[config.mk]
export PLATFORM = sky130hd
export DESIGN_NAME = instr_fetch
export DESIGN_NICKNAME = d
export VERILOG_FILES = /design/src/rtl/instr_fetch.sv
export SDC_FILE = /design/constraint.sdc
export NUM_CORES = 1
export LEC_CHECK = 0
export BUFFER_PORTS_ARGS = -buffer_cell sky130_fd_sc_hd__clkbuf_2
export CAP_MARGIN = 20
export CORE_AREA = 2 2 116 118
export CTS_BUF_LIST = sky130_fd_sc_hd__clkbuf_4 sky130_fd_sc_hd__clkbuf_8
export DETAILED_ROUTE_END_ITERATION = 7
export DIE_AREA = 0 0 118 120
export GPL_ROUTABILITY_DRIVEN = 0
export HOLD_SLACK_MARGIN = 0.15
export PLACE_DENSITY_LB_ADDON = 0.15
export SYNTH_ARGS = -nofsm -noshare
export SYNTH_HDL_FRONTEND = slang
export SYNTH_SLANG_ARGS = --single-unit
[constraint.sdc]
create_clock -name clk_i -period 3.28 [get_ports clk_i]
set_clock_uncertainty 0.1 [all_clocks]
set_input_delay 0 -clock clk_i [delete_from_list [all_inputs] [get_ports clk_i]]
set_output_delay 0 -clock clk_i [all_outputs]
set_load 0.02 [all_outputs]
[src/rtl/instr_fetch.sv]
// Instruction fetch stage: sequential PC, a 2-entry {pc, instr} buffer toward
// decode, branch/jump redirect with flush, and a sticky fault on bad fetch PCs.
module instr_fetch #(
  parameter logic [31:0] RESET_PC  = 32'h0000_0000,
  parameter int unsigned MEM_BYTES = 4096
) (
  input  logic        clk_i,
  input  logic        rst_ni,
  output logic [31:0] imem_addr_o,
  input  logic [31:0] imem_rdata_i,
  input  logic        redirect_i,
  input  logic [31:0] redirect_pc_i,
  output logic        valid_o,
  input  logic        ready_i,
  output logic [31:0] instr_o,
  output logic [31:0] pc_o,
  output logic        fault_o
);

  localparam logic [31:0] LAST_PC = 32'(MEM_BYTES - 4);

  typedef struct packed {
    logic [31:0] pc;
    logic [31:0] instr;
  } entry_t;

  entry_t      r_fifo [2];
  logic        r_head;
  logic [1:0]  r_count;
  logic [31:0] r_pc;
  logic        r_fault;

  logic        w_pop;
  logic        w_room;
  logic        w_attempt;
  logic        w_pc_ok;
  logic        w_push;
  logic        w_fault_set;
  logic        w_tail;
  logic [1:0]  w_count_nxt;
  entry_t      w_head_entry;

  assign w_pop     = (r_count != 2'd0) && ready_i;
  // A full buffer still has room when its head leaves in the same cycle.
  assign w_room    = (r_count != 2'd2) || w_pop;
  assign w_attempt = !r_fault && !redirect_i && w_room;
  // Wrapped PCs are always above LAST_PC, so the range test covers them too.
  assign w_pc_ok   = (r_pc <= LAST_PC) && (r_pc[1:0] == 2'b00);
  assign w_push    = w_attempt && w_pc_ok;
  assign w_fault_set = (redirect_i && (redirect_pc_i[1:0] != 2'b00)) ||
                       (w_attempt && !w_pc_ok);
  assign w_tail    = r_head ^ r_count[0];

  // NOTE: every variable driven here gets a default first, so no latch is inferred.
  always_comb begin
    w_count_nxt = r_count;
    if (redirect_i) begin
      w_count_nxt = 2'd0;
    end else begin
      case ({w_push, w_pop})
        2'b10:   w_count_nxt = r_count + 2'd1;
        2'b01:   w_count_nxt = r_count - 2'd1;
        default: w_count_nxt = r_count;
      endcase
    end
  end

  // NOTE: state registers use non-blocking assignments so all of them update
  // from the same pre-edge values regardless of statement order.
  always_ff @(posedge clk_i or negedge rst_ni) begin
    if (!rst_ni) begin
      r_pc    <= RESET_PC;
      r_head  <= 1'b0;
      r_count <= 2'd0;
      r_fault <= 1'b0;
    end else begin
      r_count <= w_count_nxt;
      r_fault <= r_fault | w_fault_set;
      if (redirect_i) begin
        r_pc <= redirect_pc_i;
      end else if (w_push) begin
        r_pc <= r_pc + 32'd4;
      end
      if (!redirect_i && w_pop) begin
        r_head <= ~r_head;
      end
    end
  end

  // NOTE: the two buffer slots are reset because instr_o/pc_o must read zero
  // during reset; larger storage arrays would normally be left unreset.
  always_ff @(posedge clk_i or negedge rst_ni) begin
    if (!rst_ni) begin
      for (int i = 0; i < 2; i++) begin
        r_fifo[i] <= '0;
      end
    end else if (w_push) begin
      r_fifo[w_tail] <= '{pc: r_pc, instr: imem_rdata_i};
    end
  end

  assign w_head_entry = r_fifo[r_head];
  assign imem_addr_o  = r_pc;
  assign valid_o      = (r_count != 2'd0);
  assign instr_o      = w_head_entry.instr;
  assign pc_o         = w_head_entry.pc;
  assign fault_o      = r_fault;

endmodule

## Word level (Yosys, flattened, before mapping)

Index checks and enable logic that the tools add are counted.

- Bits of input ports: 68
- Register bits: 164
- Logic and storage cells: 52
- Output and inout bits: 98

- Equal/unequal tests: 3
- Reductions and logical operators: 19
- Add/subtract/negate cells: 3
- Bitwise operators: 5
- Multiplexer cells: 10
- Order comparisons: 4

Operators by type and width:

| kind | count |
|---|---|
| $mux 64 | 4 |
| $bwmux 128 | 1 |
| $demux 64 s1 | 1 |
| $mux 32 | 2 |
| $add 32x3->32 const B | 1 |
| $le 32x12->1 const B | 1 |
| $logic_and 1x1->1 | 9 |
| $reduce_bool 2->1 | 3 |
| $ge 2x2->1 const B | 2 |
| $not 1->2 | 2 |
| $pmux 2 s2 | 1 |
| $logic_not 1->1 | 3 |
| $reduce_bool 3->1 | 1 |
| $add 2x1->2 const B | 1 |
| $eq 2x1->1 const B | 1 |
| $eq 2x2->1 const B | 1 |
| $logic_not 2->1 | 1 |
| $logic_or 1x1->1 | 2 |
| $lt 2x1->1 const B | 1 |
| $mux 2 | 1 |
| $ne 2x2->1 const B | 1 |
| $sub 2x1->2 const B | 1 |
| $not 1->1 | 1 |
| $or 1x1->1 | 1 |
| $xor 1x1->1 | 1 |

## Longest topological paths before layout

Gate-level depths: netlist of run 1.

- Depth in word-level cells: 8
- Mapped depth: 7
- Depth with buffers taken out: 5

## Least setup slack after synthesis of run 1

Ideal clock, no wire load.

- Kind: reg-to-reg
- Start point: register r_pc[20], in the netlist imem_addr_o[20]
- End point: register r_fifo[0] (netlist name)
- Path slack: 852 ps
- Clock period less this slack: 2,428 ps
- Arrival time: 2,204 ps
- Path buffers: 1
- Data required time: 3,055 ps
- Library setup time: 125 ps
- Stages on the path, launching flop included: 6
- Path through: dfrtp_1 -> nor4_1 -> nand4_2 -> nor4_4 -> buf_6 -> mux2_2

- Word-level cells in the longest chain between the ends: 3

RTL lines:

| element | RTL line | text |
|---|---|---|
| from (decl) | 30 | `logic [31:0] r_pc;` |
| from (signal assigned) | 80 | `r_pc <= redirect_pc_i;` |
| from (signal assigned) | 82 | `r_pc <= r_pc + 32'd4;` |
| $le 32x12->1 | 48 | `assign w_pc_ok = (r_pc <= LAST_PC) && (r_pc[1:0] == 2'b00);` |
| $logic_and 1x1->1 | 48 |  |
| $logic_and 1x1->1 | 49 | `assign w_push = w_attempt && w_pc_ok;` |
| to (signal, indexed assignment) | 98 | `r_fifo[w_tail] <= '{pc: r_pc, instr: imem_rdata_i};` |
| to (decl) | 27 | `entry_t r_fifo [2];` |

Every way passes these cells.
A chain may end at the register's enable or synchronous reset.

## Worst setup path after layout of run 1

- Start point: register r_pc[24], in the netlist imem_addr_o[24]
- End point: register r_fifo[25] (netlist name)

The elaborated chain is that of the path after synthesis.

==> results of run 1 <==
==> critical path, stage by stage (launching register included) <==
cell and delay [ns]:
sky130_fd_sc_hd__dfrtp_1 0.42, sky130_fd_sc_hd__nor4_1 0.63, sky130_fd_sc_hd__nand4_2 0.44, sky130_fd_sc_hd__nor4_4 0.37, sky130_fd_sc_hd__buf_12 0.34, sky130_fd_sc_hd__mux2_2 0.39
==> power breakdown <==
part	internal (uW)	total, uW	leakage [uW]	switching, uW
combinational	213	412	0.00239	199
sequential	2080	2150	0.00218	65.9
clock	695	1480	0.000195	781
==> repair_timing <==
action,CTS,global route
hold buffers,96,0
resized for setup,0,0
endpoints found under the hold margin,240,0
==> routing by layer <==
| metal | up-vias | routed length (um) |
|---|---|---|
| met5 | - | 0 |
| met4 | 0 | 312 |
| met3 | 29 | 747 |
| met2 | 159 | 8610 |
| met1 | 2609 | 7030 |
| li1 | 2351 | - |
==> cell families after synthesis <==
| family | synth area share [%] |
|---|---|
| adders and majority gates | 0.176 |
| xor gates and xnor gates | 0.369 |
| buffers and inverters | 2.48 |
| DFF | 57.7 |
| muxes | 26.9 |
| and+or+nand+nor | 8.39 |
| AOI/OAI and AO/OA | 4.03 |
==> final timing paths <==
check                                startpoint     endpoint  slack, ns  depth (start not counted)
max in group asynchronous                rst_ni  r_fifo[104]       1.62                          4
worst min register to register       r_fifo[36]   r_fifo[36]       0.39                          1
worst min-delay path            imem_rdata_i[0]    r_fifo[0]       0.24                          3
worst max register to register  imem_addr_o[24]   r_fifo[25]       0.41                          5
worst max-delay path            imem_addr_o[24]   r_fifo[25]       0.41                          5
min in group asynchronous                rst_ni    r_fifo[5]       0.62                          3
==> registers in the layout, indices dropped and copies added, names as in the netlist <==
signal,cells
imem_addr_o,32
fault_o,1
r_fifo,128
r_count,2
r_head,1
==> metrics by stage <==
| step | area (um2) | cells |
|---|---|---|
| global route | 9480 | 956 |
| global placement | 8120 | 828 |
| floorplan | 7120 | 509 |
| finish | 9480 | 956 |
| detailed placement | 8120 | 828 |
| CTS | 9480 | 956 |
==> placed cells by master (no fill, tap or decap), types with 3 or more instances in the layout <==
cell type                         n
sky130_fd_sc_hd__o31a_1           3
sky130_fd_sc_hd__clkbuf_2       164
sky130_fd_sc_hd__nor2b_1         47
sky130_fd_sc_hd__o31ai_1          3
sky130_fd_sc_hd__nor3_1           4
sky130_fd_sc_hd__a31oi_1          3
sky130_fd_sc_hd__clkbuf_8        17
sky130_fd_sc_hd__dlygate4sd3_1   96
sky130_fd_sc_hd__nand2_1          9
sky130_fd_sc_hd__dfrtp_1        163
sky130_fd_sc_hd__buf_12           3
sky130_fd_sc_hd__inv_1            6
sky130_fd_sc_hd__o2111ai_1        5
sky130_fd_sc_hd__o311ai_0         5
sky130_fd_sc_hd__o21ai_0          4
sky130_fd_sc_hd__clkinvlp_4       3
sky130_fd_sc_hd__nand4_1          6
sky130_fd_sc_hd__nor4_1           9
sky130_fd_sc_hd__nor2_1           7
sky130_fd_sc_hd__mux2_2         169
sky130_fd_sc_hd__buf_4            5
sky130_fd_sc_hd__nand3_1          6
sky130_fd_sc_hd__inv_6            8
==> cell type report <==
type | count | area share (%)
flip-flops and latches | 164 | 43.3
multi-input cells | 309 | 29.9
repair buffers | 269 | 19.9
clock buffers | 17 | 2.47
well taps | 176 | 2.32
clock inverters | 15 | 1.76
inverters | 6 | 0.238
==> metrics.md, run 1 <==
| Metric | Value |
|---|---|
| Total of fill cells in the finished design | 897 |
| Leakage | 0.00477 uW |
| Global routing met3 resource utilization | under 10% |
| Diodes inserted | 0 |
| Maximum root-to-sink buffer count | 2 |
| Number of levels the H-tree was split into | 4 |
| Total Wirelength | 16.7 mm |
| Transition time of the tightest slew-check pin | 0.926 ns |
| Yosys synthesis warning count | 0 |
| Power density over the cells | 426 nW/um2 |
| Avg Cell Area, Syn | 14.0 um2 |
| Clock buffer count from CTS | 17 |
| TritonCTS clock tree | done |
| Number of failing hold endpoints at the final stage | 0 |
| Highest net fanout along the worst path | 64 |
| Area of the mapped netlist | 7120 um2 |
| Crit path setup slack, layout | 0.411 ns |
| Initial DRC Count | 537 |
| Global-route layer with the greatest usage | met2 |
| Met2 usage | 44.0% |
| RSZ-0062 raised after global routing | false |
| Most used standard cell by instance count after synthesis | sky130_fd_sc_hd__mux2_2 |
| Most frequent cells after synthesis | sky130_fd_sc_hd__mux2_2, sky130_fd_sc_hd__dfrtp_1, sky130_fd_sc_hd__nor2b_1 |
| Sum Neg Setup Slack | 0 ns |
| Setup slack at placement | 0.576 ns |
| Synth cell types | 48 |
| Hold crit path type | in2reg |
| Critical path startpoint category | flip-flop |
| Number of setup buffers added after CTS | 0 |
| Max Fclk | approximately 0.35 GHz |
| Top cell type by total area after synthesis | sky130_fd_sc_hd__dfrtp_1 |
| Routed WL per cell | approximately 17 um |
| Core area | 13,000 um2 |
| Hold slack | 0.243 ns |
| Synth area leaders | sky130_fd_sc_hd__dfrtp_1, sky130_fd_sc_hd__mux2_2, sky130_fd_sc_hd__nor2b_1 |
| CTS clk-pin slew, worst paths | 0.09 ns |
| Number of optimization iterations in the first detailed-route pass | 4 |
| Number of max-slew violations in the final report | 0 |
| Proportion of synthesized flip-flops having asynchronous set or reset | 100% |
| DP HPWL | 9.64 mm |
| Post-layout power | just over 4000 uW |
| Total grt overflow | 0 |
| Number of max-cap violations | 0 |
| Status | finished clean |
| Worst endpoint required time | 3.51 ns |
| Vias in the first global route | 5,672 |
| Area added between synthesis and finish | 33.2% |
| Data arrival time of the critical path | 3.10 ns |
| Number of nets with antenna violations after routing | 0 |
| Starting density of the core | 54.8% |
| GR met1 Demand/Resource | 31.0% |
| Insertion delay of the later-clocked pin in the worst-skew pair | 0.45 ns |
| Buffers added on ports | ~170 |
| Final setup viols | 0 |
| Die Outline Area | 14,200 um2 |
| Total via count in the routed design | 5,148 |
| Number of antenna violations at the first check in global routing | 0 |
| Critical Path End Type | flip-flop |
| Fraction of the cycle the final worst path needs | 87.5% |
| Largest net degree at the start of global routing | 95 |
| Buffer cell driving the clock tree root | sky130_fd_sc_hd__clkbuf_8 |
| Net count after synthesis | 578 |
| Die span in x | 118 um |
| Net count, final | 836 |
| Sequential share of the synthesized area | 57.7% |
| IR drop worst, VDD | roughly 0.36 mV |
| Utilization after layout | 73.0% |
| Count of unresolved DRC violations after routing | 0 |
| Combined flip-flop and latch cell area | around 4000 um2 |
| GR Util All Layers | 25.1% |
| Die boundary height | 120 um |
| Total number of clock tree sinks | 164 |
| Share of layout cells above drive strength 1 | between 40% and 50% |
| Row count | 42 |
| Category of the critical setup timing path | reg2reg |
| Detail-routed via count per cell | 5.38 |
| Ys flop type | sky130_fd_sc_hd__dfrtp_1 |
| Post-synthesis sequential element count | 164 |
| First-pass GRT wire length | approximately 28 mm |
| Relative slew slack | 38.3% |
| Fraction of synthesized cell area taken by the top area cell type | between 50% and 60% |
| Total area of multi-input combinational cells | roughly 2800 um2 |
| Number of top-level design ports | 166 |
| EDFF count, synth | 0 |
| Period minus WS final | 2.87 ns |
| Gate count after technology mapping | 509 |
(Power assumes the default switching activity.)
==> run 2: changes to the inputs <==
CORE_AREA = 2 2 163 85   (was 2 2 116 118)
DIE_AREA = 0 0 165 87   (was 0 0 118 120)
==> run 2 against run 1 <==
Effect of this change:
- worst hold slack worse by 0.053 ns
- fmax up 3.7%
- clock power about the same
- power down 0.97%
- die area up 1.4%
- clock-buffer cell count up 2
- cell area down 2.6%
- combinational power down 11%
- critical path depth unchanged
- via count down 3.5%
==> metrics.md, run 2 (synthesis results as in run 1) <==
| Metric | Value |
|---|---|
| Status | finished clean |
| Die boundary height | 87 um |
| Final setup viols | 0 |
| Largest reg by FF count | r_fifo |
| Core area | 13,100 um2 |
| Hold crit path type | in2reg |
| Count of unresolved DRC violations after routing | 0 |
| Area added between synthesis and finish | 29.7% |
| Fraction of the cycle the final worst path needs | 84.3% |
| Leakage | 0.00467 uW |
| Detail-routed via count per cell | 5.35 |
| Share of layout cells above drive strength 1 | 50.7% |
| Buffers added on ports | 165 |
| Total number of clock tree sinks | 164 |
| Relative slew slack | 38.9% |
| Number of antenna violations at the first check in global routing | 0 |
| RSZ-0062 raised after global routing | false |
| Highest net fanout along the worst path | 64 |
| Vias in the first global route | approximately 5,300 |
| Setup crit start | imem_addr_o[20] |
| Critical Path End Type | flip-flop |
| Clock buffer count from CTS | 17 |
| Post-layout power | 4000 uW |
| Starting density of the core | 54.3% |
| Data arrival time of the critical path | approximately 3 ns |
| Total via count in the routed design | ~5,000 |
| Top library cells by usage in the layout, fill and taps aside | sky130_fd_sc_hd__mux2_2, sky130_fd_sc_hd__clkbuf_2, sky130_fd_sc_hd__dfrtp_1, sky130_fd_sc_hd__dlygate4sd3_1, sky130_fd_sc_hd__nor2b_1 |
| Net count, final | 809 |
| Routed WL per cell | 17.4 um |
| Max Fclk | between 0.3 and 0.4 GHz |
| Timing endpoint of the critical path | r_fifo[5] |
| GR Util All Layers | about a quarter |
| Count of cells resized by post-cts repair | 0 |
| Cell-by-cell trace of the critical path | nor4_1, nand4_2, nor4_4, buf_12, mux2_2 |
| Worst hold start | redirect_i |
| Worst endpoint required time | 3.50 ns |
| Sum Neg Setup Slack | 0 ns |
| Number of top-level design ports | 166 |
| CTS clk-pin slew, worst paths | ~0.09 ns |
| Reg-to-Reg End | r_fifo[5] |
| Critical R2R Launch | imem_addr_o[20] |
| Maximum root-to-sink buffer count | 2 |
| Diodes inserted | 0 |
| Buffer cell driving the clock tree root | sky130_fd_sc_hd__clkbuf_8 |
| TritonCTS clock tree | done |
| R2R Setup Slk | 0.51 ns |
| Category of the critical setup timing path | reg2reg |
| Number of setup buffers added after CTS | 0 |
| Setup slack at placement | 0.611 ns |
| IR drop worst, VDD | 0.249 mV |
| Transition time of the tightest slew-check pin | 0.916 ns |
| Die span in x | between 150 and 200 um |
| Fin area | a little over 9000 um2 |
| Initial DRC Count | 298 |
| Period minus WS final | 2.77 ns |
| Row count | 30 |
| Flip-flop count of the largest register after layout | 128 |
| Die Outline Area | ~14,000 um2 |
| DP HPWL | 10.3 mm |
| Total grt overflow | 0 |
| Number of cells on the worst reg-to-reg path | 5 |
| Total cell area at the placement stage | 8120 um2 |
| Insertion delay of the later-clocked pin in the worst-skew pair | 0.44 ns |
| Largest net degree at the start of global routing | 107 |
| Number of hold buffers added after CTS | 69 |
| Critical Path Max Stage Delay | 0.58 ns |
| First-pass GRT wire length | approximately 26 mm |
| Number of optimization iterations in the first detailed-route pass | 4 |
| Power density over the cells | 433 nW/um2 |
| Number of levels the H-tree was split into | 4 |
| Number of max-cap violations | 0 |
| Number of failing hold endpoints at the final stage | 0 |
| Most frequent standard cell in the layout excluding fill and tap cells | sky130_fd_sc_hd__mux2_2 |
| Number of nets with antenna violations after routing | 0 |
| Number of max-slew violations in the final report | 0 |
| Total Wirelength | 16.2 mm |
| Critical path startpoint category | flip-flop |
| Slowest cell on crit path | sky130_fd_sc_hd__nor4_1 |
| Crit path setup slack, layout | 0.513 ns |
run 2: per-stage QoR:
step	hold WS [ns]	cells	utilization, %
3_3_place_gp	-0.109	828	61.9
2_1_floorplan	-0.396	509	-
3_5_place_dp	-0.0962	828	61.9
5_1_grt	0.201	928	70.5
6_report	0.189	928	70.5
4_1_cts	0.163	928	70.5
run 2: worst min path at each step:
| stage | cells past startpoint | to | slack [ns] |
|---|---|---|---|
| detailed placement | 1 | imem_addr_o[25] | -0.1 |
| floorplan | 0 | fault_o | -0.40 |
| global route | 3 | imem_addr_o[26] | 0.20 |
| global placement | 1 | r_fifo[61] | -0.11 |
| CTS | 3 | fault_o | 0.16 |
| finish | 3 | fault_o | 0.19 |
run 2: final cells by class:
class | instances | area (um2)
Sequential cell | 164 | 4110
Timing Repair Buffer | 242 | 1640
Fill cell | 939 | 3870
Tap cell | 176 | 220
Multi-Input combinational cell | 309 | 2840
Clock inverter | 12 | 145
Clock buffer | 19 | 262
Inverter | 6 | 22.5
run 2: where the power goes:
group	leakage (uW)	switching, uW	internal (uW)	total [uW]
clock network	0.000194	759	729	1490
registers	0.00218	59.6	2080	2140
logic	0.00230	190	178	368
total	0.00467	1010	2990	4000
run 2: layer usage:
layer  up-vias  global-route usage, %  routed length [um]
li1       2300                      -                   -
met3        28                   7.23                 971
met5         -                      0                   0
met2       151                   36.7                7430
met1      2490                   31.5                7460
met4         0                   7.91                 293
run 2: critical path: cells and delay by family (launching register included):
family | cells | cell delay [ns]
simple gates | 3 | 1.39
mux | 1 | 0.38
buf+inv | 1 | 0.37
flops | 1 | 0.40
